[src/rtl/nes_controller_responder.sv]
// nes_controller_responder: device-side NES controller (4021-style PISO) with debounced buttons
module nes_controller_responder #(
  parameter int DEBOUNCE_CYCLES = 2048
) (
  input  logic       clk,
  input  logic       reset,
  input  logic       nes_latch,
  input  logic       nes_pulse,
  input  logic [7:0] buttons,
  output logic       nes_data,
  output logic       frame_done,
  output logic       pulse_overrun,
  output logic [7:0] btn_stable
);
  typedef enum logic [1:0] {IDLE, LOAD, SHIFT, DONE} state_t;
  localparam logic [15:0] CNT_MAX = 16'(DEBOUNCE_CYCLES - 1);
  // [0] first sync stage, [1] synchronized level, [2] previous level for edges
  logic [2:0] latch_q, pulse_q;
  logic [7:0] btn_s1_q, btn_s2_q;
  logic [7:0][15:0] cnt_q, cnt_d;
  logic [7:0] stable_q, stable_d;
  state_t state_q;
  logic [7:0] sr_q;
  logic [2:0] shift_cnt_q;
  logic frame_done_q, overrun_q;
  logic latch_fall, pulse_rise;
  assign latch_fall = ~latch_q[1] & latch_q[2];
  assign pulse_rise = pulse_q[1] & ~pulse_q[2];
  assign nes_data = sr_q[7];
  assign frame_done = frame_done_q;
  assign pulse_overrun = overrun_q;
  assign btn_stable = stable_q;
  // bring host lines and raw buttons into the clk domain
  always_ff @(posedge clk) begin
    if (reset) begin
      latch_q <= '0;
      pulse_q <= '0;
      btn_s1_q <= '0;
      btn_s2_q <= '0;
    end else begin
      latch_q <= {latch_q[1:0], nes_latch};
      pulse_q <= {pulse_q[1:0], nes_pulse};
      btn_s1_q <= buttons;
      btn_s2_q <= btn_s1_q;
    end
  end
  // per-bit debounce: a differing level must persist DEBOUNCE_CYCLES cycles to be accepted
  always_comb begin
    cnt_d = cnt_q;
    stable_d = stable_q;
    for (int i = 0; i < 8; i++) begin
      cnt_d[i] = (btn_s2_q[i] == stable_q[i] || cnt_q[i] == CNT_MAX) ? 16'd0 : cnt_q[i] + 16'd1;
      stable_d[i] = (btn_s2_q[i] != stable_q[i] && cnt_q[i] == CNT_MAX) ? btn_s2_q[i] : stable_q[i];
    end
  end
  // debounce state registers
  always_ff @(posedge clk) begin
    if (reset) begin
      cnt_q <= '0;
      stable_q <= '0;
    end else begin
      cnt_q <= cnt_d;
      stable_q <= stable_d;
    end
  end
  // frame sequencer; a high latch overrides everything, including a coincident pulse rise
  always_ff @(posedge clk) begin
    if (reset) begin
      state_q <= IDLE;
      sr_q <= 8'hFF;
      shift_cnt_q <= '0;
      frame_done_q <= 1'b0;
      overrun_q <= 1'b0;
    end else begin
      frame_done_q <= 1'b0;
      overrun_q <= 1'b0;
      if (latch_q[1]) begin
        state_q <= LOAD;
        sr_q <= ~stable_q;
      end else begin
        case (state_q)
          LOAD: if (latch_fall) begin
            state_q <= SHIFT;
            shift_cnt_q <= '0;
          end
          SHIFT: if (pulse_rise) begin
            sr_q <= {sr_q[6:0], 1'b1};
            shift_cnt_q <= shift_cnt_q + 3'd1;
            if (shift_cnt_q == 3'd7) begin
              frame_done_q <= 1'b1;
              state_q <= DONE;
            end
          end
          DONE: overrun_q <= pulse_rise;
          default: ;
        endcase
      end
    end
  end
endmodule

[config.mk]
export PLATFORM = sky130hd
export DESIGN_NAME = nes_controller_responder
export DESIGN_NICKNAME = d
export VERILOG_FILES = /design/src/rtl/nes_controller_responder.sv
export SDC_FILE = /design/constraint.sdc
export NUM_CORES = 1
export LEC_CHECK = 0
export ABC_CLOCK_PERIOD_IN_PS = 5640
export BUFFER_PORTS_ARGS = -buffer_cell sky130_fd_sc_hd__buf_4
export CORE_ASPECT_RATIO = 1.4
export CORE_UTILIZATION = 30
export DETAILED_ROUTE_END_ITERATION = 6
export MAX_ROUTING_LAYER = met4
export PLACE_DENSITY = 0.48
export SKIP_CTS_REPAIR_TIMING = 1
export SLEW_MARGIN = 30
export SYNTH_ARGS = -nofsm -noshare
export SYNTH_HDL_FRONTEND = slang
export SYNTH_SLANG_ARGS = --single-unit
[constraint.sdc]
create_clock -name clk -period 5.64 [get_ports clk]
set_input_delay 0.282 -clock clk [delete_from_list [all_inputs] [get_ports clk]]
set_output_delay 0.282 -clock clk [all_outputs]
set_load 0.01 [all_outputs]
Word level (Yosys, flattened, before mapping)
Cells that the tools add are included.
{"block": "op_classes", "n_addsub": 9, "n_mul": 0, "div": 0, "order_cmp": 0, "eq_ne": 34, "n_shift": 0, "muxes": 12, "n_bitwise": 8, "n_reduce_logical": 35}
{"cell": "adder 16 x 1 -> 16 bit (second input constant)", "n": 8}
{"cell": "== test 16 x 11 -> 1 bit (second input constant)", "n": 8}
{"cell": "2-to-1 mux 8 bit", "n": 3}
{"cell": "OR reduction 2 bit", "n": 9}
{"cell": "AND reduction 4 bit", "n": 3}
{"cell": "inequality test 3 bit (second input constant)", "n": 3}
{"cell": "== test 1 bit", "n": 8}
{"cell": "logical AND 1 bit", "n": 8}
{"cell": "logical OR 1 bit", "n": 8}
{"cell": "inequality test 1 bit", "n": 8}
{"cell": "NOT 8 bit", "n": 1}
{"cell": "2-to-1 mux 2 bit", "n": 3}
{"cell": "2-to-1 mux 3 bit", "n": 2}
{"cell": "inequality test 2 bit (second input constant)", "n": 3}
{"cell": "case mux 3 bit (2 select lines)", "n": 1}
{"cell": "nonzero test 2 bit", "n": 3}
{"cell": "NOT 1 bit", "n": 5}
{"cell": "== test 2 bit (second input constant)", "n": 2}
{"cell": "case mux 2 bit (2 select lines)", "n": 1}
{"cell": "OR reduction 4 bit", "n": 1}
{"cell": "adder 3 x 1 -> 3 bit (second input constant)", "n": 1}
{"cell": "== test 3 bit (second input constant)", "n": 1}
{"cell": "nonzero test 3 bit", "n": 1}
{"cell": "OR reduction 3 bit", "n": 1}
{"cell": "4 further kinds", "n": 6}
{"block": "totals", "regBits": 173, "latchBits": 0, "ram_bits": 0, "rom_bits": 0, "input_bits": 12, "out_inout_bits": 11, "elab_cells": 124, "mem_count": 0}

Longest topological paths before layout
Gate-level depths: netlist of run 1.
{"block": "logic_depth", "depth_word": 5, "depth_mapped": 7, "mapped_depth_nobuf": 5}

Least setup slack after synthesis of run 1
OpenSTA, ideal clock, no wires.
{"block": "synth_timing", "path_kind": "register to register", "from": "reg cnt_q[16] (netlist name)", "to": "reg cnt_q[21] (netlist name)", "setup_time_ps": 117, "arrival_ps": 1707, "required_ps": 5523, "slack_ps": 3816, "stages_incl_launch_ff": 7, "path_buffers": 1, "synth_period_minus_slack_ps": 1824, "path_cell_list": "dfxtp_1 -> ha_1 -> inv_1 -> or4_4 -> o21ai_2 -> buf_2 -> nor2_1"}
{"block": "synth_between", "elab_chain_len": 3, "word_cells_on_any_way": 4, "classes_between": "add/sub: 1; eq/ne: 1; reduce/logical: 2"}
{"item": "start: declaration", "line_no": "20", "rtl": "logic [7:0][15:0] cnt_q, cnt_d;"}
{"item": "start signal: assignment", "line_no": "62", "rtl": "cnt_q <= cnt_d;"}
{"item": "parallel branches: the longest is 3 deep, another holds adder 16 x 1 -> 16 bit"}
Parallel ways; which one is timed is not known.
A chain may end at the register's enable or synchronous reset.

Final worst setup path of run 1
{"block": "layout_timing", "from": "reg cnt_q[16] (netlist name)", "to": "reg cnt_q[27] (netlist name)"}
Same word-level chain as after synthesis.

==> impl_metrics.tcl, run 1 <==
set metrics [dict create \
    status "finished, final reports clean" \
    cts_root_buffer "clkbuf_16" \
    dr_total_vias 5246 \
    final_hold_viol_count 0 \
    required_ns 5.93 \
    fmax_mhz 477 \
    cts_made_buffers 17 \
    wire_per_inst_um 11.6 \
    synth_edf_count 0 \
    synth-seq-area-share_pct 47.4 \
    final_cell_area_um2 8330 \
    start_util_pct 30.6 \
    clk_pin_slew_worst_paths_ns 0.07 \
    max_stage_delay_ns 0.57 \
    die_y_um 187 \
    cpMaxStageDelayCell "or4_4" \
    internal_power_uw 1920 \
    track_usage_pct 11.7 \
    drive_above_1_share_pct 8.74 \
    place_congestion 0.770 \
    skew_ns 0.00834 \
    slew_headroom_pct 41.1 \
    wirelength_um 13300 \
    place_area_um2 7730 \
    clkPwrFrac_pct 47.8 \
    first_pass_iters 4 \
    crit_cells 5 \
    numPortBuffers 22 \
    cap_violations 0 \
    clock-sinks 173 \
    endpoint_kind "flip-flop" \
    post-route-period-util_pct 37.2 \
    slew_viol_final 0 \
    yosysUniqueCellTypes 46 \
    use_met1_pct 13.6 \
    p_comb_share_pct 1.4 \
    final_common_cell "dfxtp_1" \
    fin_nets 844 \
    yosys_warnings 0 \
    p_seq_share_pct 50.9 \
    worst_skew_pair.late_latency_ns 0.42 \
    netlist_area_um2 7300 \
    min_period_ns 2.10 \
    holdCritPathClass "in -> reg" \
    dp_cells 1113 \
    cts_tree "done" \
    synth_top_cell_by_area "dfxtp_1" \
    synthCells 803 \
    startpoint_type "flip-flop" \
    grt.busiest_layer "met2" \
    drt_iter0_drc 178 \
    switchingPower_uw 512 \
    leakagePower_uw 0.00253 \
    crit_family "simple AND/OR/NAND/NOR gates" \
    grt_antenna_before_repair 0 \
    arrival_ns 2.39 \
    swShare_pct 21.0 \
    grt_max_degree 61 \
    path_buf_inv 1 \
    grtUsageMet2_pct 19.3 \
    clockBufferDepth 2 \
    fillers 2486 \
    syn_to_final_growth_pct 14.1 \
    overflow 0 \
    grt_pass1_wl_um 23300 \
    die_x_um 134 \
    synth_ff_type "dfxtp_1" \
    grt_pass1_vias 5105 \
    ys_ff_latch 173 \
    multi_input_area_um2 3630 \
    async_flop_share_pct 0 \
    synth_nets 825 \
    layout_common_cells "dfxtp_1 (173), nor2_1 (145), xnor2_1 (82), nand3_1 (43)" \
    setup_tns_ns 0 \
    p_per_area_nw_per_um2 292 \
    rows 67 \
    met3_usage_pct 2.53 \
    synth_top_area_share_pct 47.4 \
    diodes 0 \
    hold_depth 2 \
    tightestPinTransition_ns 0.880 \
    path_max_fanout 14 \
    drc_errors 0 \
    place_ws_ns 3.50 \
    stdcell_count 1145 \
    coreArea_um2 23900 \
    finalSetupViolCount 0 \
    ios 23 \
    dp_hpwl_um 9000 \
    ir_drop_mv 0.216 \
    worst_slack_ns 3.54 \
    path_cells "ha_1 > inv_1 > or4_4 > o21ai_2 > nor2_1" \
    ant_nets 0 \
    synthTopCellsByArea "dfxtp_1 (47%), xnor2_1 (9.8%), nor2_1 (7.5%)" \
    regArea_um2 3460 \
    avgSynthCellArea_um2 9.09 \
    critical_path_class "reg -> reg" \
    r2r.worst_path.cells 5 \
    rsz0062_at_grt "false" \
    dieArea_um2 25000 \
    ctsHtreeMaxLevel 4 \
    avgViaCountPerCell 4.58 \
]
sequential cells by signal (all words and copies together) (netlist names):
name and count:
cnt_q 128, btn_s1_q 8, btn_s2_q 8, btn_stable 8, sr_q 8, latch_q 3
pulse_q 3, shift_cnt_q 3, state_q 2, frame_done 1, pulse_overrun 1
metal layers:
metal | wire, µm | share of wire, % | vias up
met5 | 0 | 0 | -
met4 | 240 | 1.8 | 0
met3 | 304 | 2.3 | 16
met2 | 6500 | 49 | 58
met1 | 6260 | 47 | 2384
li1 | - | - | 2788
final timing paths:
check,start,endpoint,slack (ns)
max,cnt_q[16],cnt_q[27],3.54
min reg2reg,btn_s1_q[6],btn_s2_q[6],0.43
max reg2reg,cnt_q[16],cnt_q[27],3.54
min,buttons[1],btn_s1_q[1],0.07
area by class of cell:
type / instances / share of cell area [%]
clock buffer: 19 / 5.44
clock inverter: 13 / 1.67
inverter: 24 / 1.08
multi-input combinational: 584 / 43.6
sequential: 173 / 41.6
tap: 310 / 4.66
timing repair buffer: 22 / 1.98
power groups by stage:
| stage | combinational (µW) | clock [µW] | sequential [µW] |
|---|---|---|---|
| 6_report | 33.6 | 1160 | 1240 |
| 5_1_grt | 38.8 | 1260 | 1240 |
| 4_1_cts | 35.2 | 1210 | 1240 |
| 3_5_place_dp | 35.1 | 0 | 1270 |
| 3_3_place_gp | 35.2 | 0 | 1270 |
| 2_1_floorplan | 27.4 | 0 | 1260 |
cells in the mapped netlist, types with 2 or more instances:
master	n
and3_1	6
inv_1	24
nand3b_1	2
nand3_1	43
a21oi_1	11
or2_2	2
clkbuf_1	11
o21ai_0	13
nor2_1	145
nor4_1	32
or3_1	7
mux2_2	7
mux2i_1	7
xor2_1	33
xnor2_1	82
buf_4	4
buf_2	4
nand4_1	37
o21ai_4	2
and4_1	6
nor3_1	35
or4_1	6
nand2_1	37
buf_6	2
o31ai_1	2
or4_4	4
nand2b_1	14
nand4bb_1	2
nor2b_1	23
a21o_1	2
dfxtp_1	173
ha_1	10
and3b_1	2
cell families (layout without fill, tap and decap cells):
family	Yosys count	in the layout	synth area share, %
AOI/OAI and AO/OA	36	36	3.50
xor gates and xnor gates	115	115	13.8
adders and majority gates	10	10	1.71
buffers and inverters	46	78	2.85
DFF	173	173	47.4
muxes	14	14	2.04
and+or+nand+nor	409	409	28.7
stage by stage:
step / hold slack (ns) / util [%] / power [µW]
after floorplan: 0.410 / - / 1290
after global placement: 0.416 / 32.4 / 1300
after detailed placement: 0.421 / 32.4 / 1300
after CTS: 0.0512 / 34.9 / 2480
after global routing: 0.0558 / 34.9 / 2540
final: 0.0710 / 34.9 / 2430
worst reg2reg max path, stage by stage (launching register included):
cell,delay (ns)
dfxtp_1,0.43
ha_1,0.27
inv_1,0.11
or4_4,0.57
o21ai_2,0.48
nor2_1,0.11
No activity file was read; power rests on OpenSTA's default activity.
==> run 2, diff against run 1 <==
--- a/config.mk
+++ b/config.mk
@@ -5,13 +5,14 @@
 export SDC_FILE = /design/constraint.sdc
 export NUM_CORES = 1
 export LEC_CHECK = 0
-export ABC_CLOCK_PERIOD_IN_PS = 5640
+export ABC_AREA = 1
+export ABC_CLOCK_PERIOD_IN_PS = 1800
 export BUFFER_PORTS_ARGS = -buffer_cell sky130_fd_sc_hd__buf_4
 export CORE_ASPECT_RATIO = 1.4
 export CORE_UTILIZATION = 30
 export DETAILED_ROUTE_END_ITERATION = 6
 export MAX_ROUTING_LAYER = met4
-export PLACE_DENSITY = 0.48
+export PLACE_DENSITY = 0.5
 export SKIP_CTS_REPAIR_TIMING = 1
 export SLEW_MARGIN = 30
 export SYNTH_ARGS = -nofsm -noshare
==> constraint.sdc (replaced) <==
create_clock -name clk -period 1.8 [get_ports clk]
set_input_delay 0.09 -clock clk [delete_from_list [all_inputs] [get_ports clk]]
set_output_delay 0.09 -clock clk [all_outputs]
set_load 0.01 [all_outputs]
==> run 2 against run 1 <==
Net effect:
- the flow now finishes with violations (design-rule violations)
- combinational power grew to 4.7 times the previous value
- maximum frequency increased by 39%
- total power rose to 3.2 times the previous value
- setup slack got worse by 3.2 ns
- clock power rose to 3.2 times the previous value
==> impl_metrics.tcl, run 2 <==
set metrics [dict create \
    cts_root_buffer "clkbuf_16" \
    ys_ff_latch 173 \
    synth_top_cell_by_area "dfxtp_1" \
    netlist_area_um2 7910 \
    start_util_pct 30.4 \
    tightestPinTransition_ns 0.379 \
    regArea_um2 3460 \
    synth_nets 1112 \
    critical_path_class "reg -> reg" \
    slew_viol_final 0 \
    die_x_um 139 \
    cp-startpoint "cnt_q[0]" \
    async_flop_share_pct 0 \
    ant_nets 0 \
    rsz0062_at_grt "false" \
    place_congestion 0.791 \
    cts_made_buffers 17 \
    synth-seq-area-share_pct 43.8 \
    ctsHtreeMaxLevel 4 \
    ios 23 \
    path_max_fanout 16 \
    drive_above_1_share_pct 9.36 \
    grt_pass1_wl_um 27900 \
    avgViaCountPerCell 4.40 \
    dp_hpwl_um 11500 \
    worst_skew_pair.late_latency_ns 0.43 \
    die_y_um 194 \
    rows 70 \
    fmax_mhz 664 \
    yosysUniqueCellTypes 32 \
    layout_common_cells "nor2_1 (235), nand2_1 (229), dfxtp_1 (173), inv_1 (113), nand3_1 (66)" \
    synth_ff_type "dfxtp_1" \
    cts_tree "done" \
    yosys_warnings 0 \
    violations "design-rule violations" \
    p_per_area_nw_per_um2 856 \
    wire_per_inst_um 10.7 \
    avgSynthCellArea_um2 7.26 \
    post-route-period-util_pct 83.7 \
    dieArea_um2 27000 \
    numPortBuffers 22 \
    clk_pin_slew_worst_paths_ns 0.07 \
    synth_edf_count 0 \
    skew_ns 0.00835 \
    largest_reg_flops 128 \
    diodes 0 \
    cap_violations 0 \
    grt_pass1_vias 6252 \
    setup_tns_ns 0 \
    hp-start "reset" \
    final_hold_viol_count 0 \
    dr_total_vias 6459 \
    leakagePower_uw 0.00313 \
    holdCritPathClass "in -> reg" \
    regMostFlops "cnt_q" \
    slew_headroom_pct 74.7 \
    synth_top_area_share_pct 43.8 \
    syn_to_final_growth_pct 14.8 \
    ir_drop_mv 0.574 \
    place_area_um2 8390 \
    grt_max_degree 30 \
    yosysMostFrequentCell "nor2_1" \
    fillers 2792 \
    startpoint_type "flip-flop" \
    r2r-start "cnt_q[0]" \
    final_cell_area_um2 9090 \
    fin_nets 1152 \
    coreArea_um2 26000 \
    min_period_ns 1.51 \
    status "complete, but fails checks" \
    endpoint_kind "flip-flop" \
    arrival_ns 1.82 \
    synthTopCellsByCount "nor2_1 (235), nand2_1 (229), dfxtp_1 (173)" \
    overflow 0 \
    synthCells 1090 \
    track_usage_pct 13.0 \
    drc_errors 2 \
    final_common_cell "nor2_1" \
    required_ns 2.11 \
    clockBufferDepth 2 \
    multi_input_area_um2 3880 \
    grt_antenna_before_repair 0 \
    finalSetupViolCount 0 \
    first_pass_iters 7 \
    synthTopCellsByArea "dfxtp_1 (44%), nor2_1 (11%), nand2_1 (11%)" \
    wirelength_um 15800 \
    drt_iter0_drc 242 \
    clock-sinks 173 \
]
[run 2: changes by cell type in the layout (fill, tap and decap cells not counted), moves of 32 or more]
cell     previous run  this run
nand2_1            37       229
xnor2_1            82        36
a21oi_1            11        56
nor4_1             32         0
nor2_1            145       235
inv_1              24       113
[run 2: kinds of logic (layout without fill, tap and decap cells)]
family	Yosys count	in the layout	synth area share, %
buffers and inverters	133	186	7.26
DFF	173	173	43.8
AOI/OAI and AO/OA	79	79	5.09
adders and majority gates	10	10	1.58
xor gates and xnor gates	69	69	7.64
and+or+nand+nor	626	626	34.7
[run 2: routing by layer]
layer	track usage [%]	share of wire, %	up-vias
met3	2.67	1.7	20
met2	23.2	52	57
met5	-	0	-
li1	-	-	3504
met4	5.47	1.7	0
met1	13.9	45	2878
[run 2: critical path, cell delays in order (launching register included)]
cell and delay [ns]:
dfxtp_1 0.37, ha_1 0.19, nand2_1 0.08, nor2_2 0.16
nand2_2 0.10, inv_2 0.07, nand2_1 0.06, nand2_2 0.26
nor2_1 0.08
[run 2: path summary, 6_finish.rpt]
kind                  to  slack [ns]  cells past startpoint
min reg2reg  btn_s2_q[2]        0.40                      2
max reg2reg     cnt_q[9]        0.29                      8
min           pulse_q[0]        0.02                      2
max             cnt_q[9]        0.29                      8
[run 2: area by class of cell]
| cell class | instances | share of cell area [%] |
|---|---|---|
| Clock buffer | 21 | 5.18 |
| Clock inverter | 11 | 1.43 |
| Inverter | 117 | 4.83 |
| Multi-Input combinational cell | 784 | 42.7 |
| Sequential cell | 173 | 38.1 |
| Tap cell | 324 | 4.46 |
| Timing Repair Buffer | 37 | 3.33 |
[run 2: report_power, final]
part	switching, µW	internal (µW)	total [µW]	leakage [µW]
registers	17.8	3860	3880	0.00140
logic	91.4	66.8	158	0.00145
clock network	1570	2170	3740	0.000283
[run 2: per-stage QoR]
step | utilization [%] | power, µW | std cells | hold slack [ns] | worst slack, ns
after floorplan | - | 4070 | 1090 | 0.197 | 0.409
after global placement | 32.2 | 4110 | 1425 | 0.300 | 0.292
after detailed placement | 32.2 | 4120 | 1425 | 0.297 | 0.283
after CTS | 34.6 | 7920 | 1457 | -0.165 | 0.269
after global routing | 34.9 | 8110 | 1467 | 0.0299 | 0.105
final | 34.9 | 7780 | 1467 | 0.0181 | 0.294
==> run 3, diff against run 2 <==
--- a/config.mk
+++ b/config.mk
@@ -5,14 +5,14 @@
 export SDC_FILE = /design/constraint.sdc
 export NUM_CORES = 1
 export LEC_CHECK = 0
-export ABC_AREA = 1
-export ABC_CLOCK_PERIOD_IN_PS = 1800
+export ABC_AREA = 0
+export ABC_CLOCK_PERIOD_IN_PS = 1500
 export BUFFER_PORTS_ARGS = -buffer_cell sky130_fd_sc_hd__buf_4
 export CORE_ASPECT_RATIO = 1.4
 export CORE_UTILIZATION = 30
 export DETAILED_ROUTE_END_ITERATION = 6
 export MAX_ROUTING_LAYER = met4
-export PLACE_DENSITY = 0.5
+export PLACE_DENSITY = 0.48
 export SKIP_CTS_REPAIR_TIMING = 1
 export SLEW_MARGIN = 30
 export SYNTH_ARGS = -nofsm -noshare
==> constraint.sdc (replaced) <==
create_clock -name clk -period 1.5 [get_ports clk]
set_input_delay 0.075 -clock clk [delete_from_list [all_inputs] [get_ports clk]]
set_output_delay 0.075 -clock clk [all_outputs]
set_load 0.01 [all_outputs]
==> run 3 against run 2 <==
Net effect:
- the run ends with negative setup slack left
- combinational power grew 39%
- non-clock buffer count grew 142
- sequential power grew 19%
- first-iteration DRC count shrank 38%
- total power grew 19%
- clock skew grew 0.0015 ns
- via count shrank 8.7%
- global-route usage is essentially flat
==> impl_metrics.tcl, run 3 (synthesized netlist as in run 1, its figures left out) <==
set metrics [dict create \
    p_per_area_nw_per_um2 921 \
    clockBufferDepth 2 \
    hp-start "reset" \
    worst_slack_ns -0.316 \
    min_to "btn_stable[4]" \
    drive_above_1_share_pct 31.8 \
    worst_skew_pair.late_latency_ns 0.43 \
    coreArea_um2 23900 \
    clk_pin_slew_worst_paths_ns 0.07 \
    r2r.worst_path.cells 4 \
    cap_violations 0 \
    grt_pass1_vias 5849 \
    min_period_ns 1.82 \
    regMostFlops "cnt_q" \
    required_ns 1.86 \
    drc_errors 0 \
    dp_hpwl_um 10600 \
    place_congestion 0.757 \
    grt_max_degree 40 \
    tightestPinTransition_ns 0.706 \
    layout_common_cells "buf_4 (159), dfxtp_1 (142), nor2_1 (111), xnor2_1 (82), nand3_1 (39)" \
    multi_input_area_um2 4020 \
    drt_iter0_drc 150 \
    endpoint_kind "flip-flop" \
    largest_reg_flops 128 \
    final_cell_area_um2 10100 \
    fillers 2442 \
    final_common_cell "buf_4" \
    leakagePower_uw 0.00346 \
    regArea_um2 3520 \
    r2r-start "cnt_q[61]" \
    hold_depth 2 \
    cts_tree "done" \
    skew_ns 0.00990 \
    status "complete, but fails checks" \
    diodes 0 \
    wirelength_um 15300 \
    dieArea_um2 25000 \
    dp_cells 1256 \
    die_x_um 134 \
    ir_drop_mv 0.746 \
    avgViaCountPerCell 4.52 \
    syn_to_final_growth_pct 37.7 \
    track_usage_pct 13.0 \
    die_y_um 187 \
    post-route-period-util_pct 121 \
    arrival_ns 2.18 \
    ctsHtreeMaxLevel 4 \
    grt_antenna_before_repair 0 \
    finalSetupViolCount 68 \
    wire_per_inst_um 11.7 \
    holdCritPathClass "in -> reg" \
    overflow 0 \
    place_ws_ns -0.274 \
    slew_viol_final 0 \
    place_area_um2 8980 \
    slew_headroom_pct 52.8 \
    utilization_pct 42.1 \
    reg2reg_slack_ns -0.32 \
    ant_nets 0 \
    cts_made_buffers 17 \
    path_max_fanout 3 \
    violations "negative setup slack" \
    clock-sinks 173 \
    start_util_pct 30.6 \
    rsz0062_at_grt "true" \
    grt_pass1_wl_um 25700 \
    cts_root_buffer "clkbuf_16" \
    startpoint_type "flip-flop" \
    fin_nets 1003 \
    fmax_mhz 551 \
    ios 23 \
    dr_total_vias 5898 \
    critical_path_class "reg -> reg" \
    critical_path.reg2reg.endpoint "btn_stable[3]" \
    stdcell_count 1304 \
    numPortBuffers 22 \
    rows 67 \
    first_pass_iters 4 \
    final_hold_viol_count 0 \
]
==> run 3: cell count changes in the layout (fill, tap and decap cells not counted), sizes merged, moves of 14 or more <==
cell,change
nor2,-109
nand2,-206
nor3,+25
inv,-94
xnor2,+46
nor2b,+23
nand2b,+14
nor4,+32
buf,+141
a21oi,-45
nand3,-26
==> run 3: worst max path at each step <==
stage | start | endpoint | cells after the start | slack [ns]
global placement | cnt_q[61] | btn_stable[3] | 4 | -0.29
global route | cnt_q[61] | btn_stable[3] | 4 | -0.37
floorplan | cnt_q[13] | cnt_q[15] | 5 | -0.25
finish | cnt_q[61] | btn_stable[3] | 4 | -0.32
detailed placement | cnt_q[61] | btn_stable[3] | 4 | -0.27
CTS | cnt_q[61] | btn_stable[3] | 4 | -0.31
==> run 3: critical path, cell delays in order (launching register included) <==
cell	delay [ns]
dfxtp_2	0.32
or4_1	0.51
or4_4	0.45
or3_4	0.34
a21oi_2	0.12
==> run 3: where the power goes <==
part / internal, µW / switching [µW]
registers: 4620 / 18.1
logic: 113 / 106
clock network: 2520 / 1890
total: 7250 / 2020
==> run 3: final cells by class <==
cell class                      count  area share, %
Clock buffer                       20           4.44
Clock inverter                     12           1.37
Timing Repair Buffer              179           14.5
Tap cell                          310           3.86
Multi-Input combinational cell    586           40.0
Inverter                           24          0.896
Sequential cell                   173           35.0
==> run 3: stage by stage <==
step	TNS, ns	power [µW]	hold WS, ns
floorplan	-9.19	4850	0.203
global placement	-10.10	4930	0.290
detailed placement	-10.29	4920	0.291
CTS	-11.35	9380	-0.163
global route	-15.77	9650	0.0718
finish	-11.09	9260	0.0556
==> run 3: per-layer routing <==
metal  track usage [%]  share of wire, %
met1              14.3                45
met2              22.5                51
met3              3.26               2.5
met4              4.59               1.4
met5                 -                 0
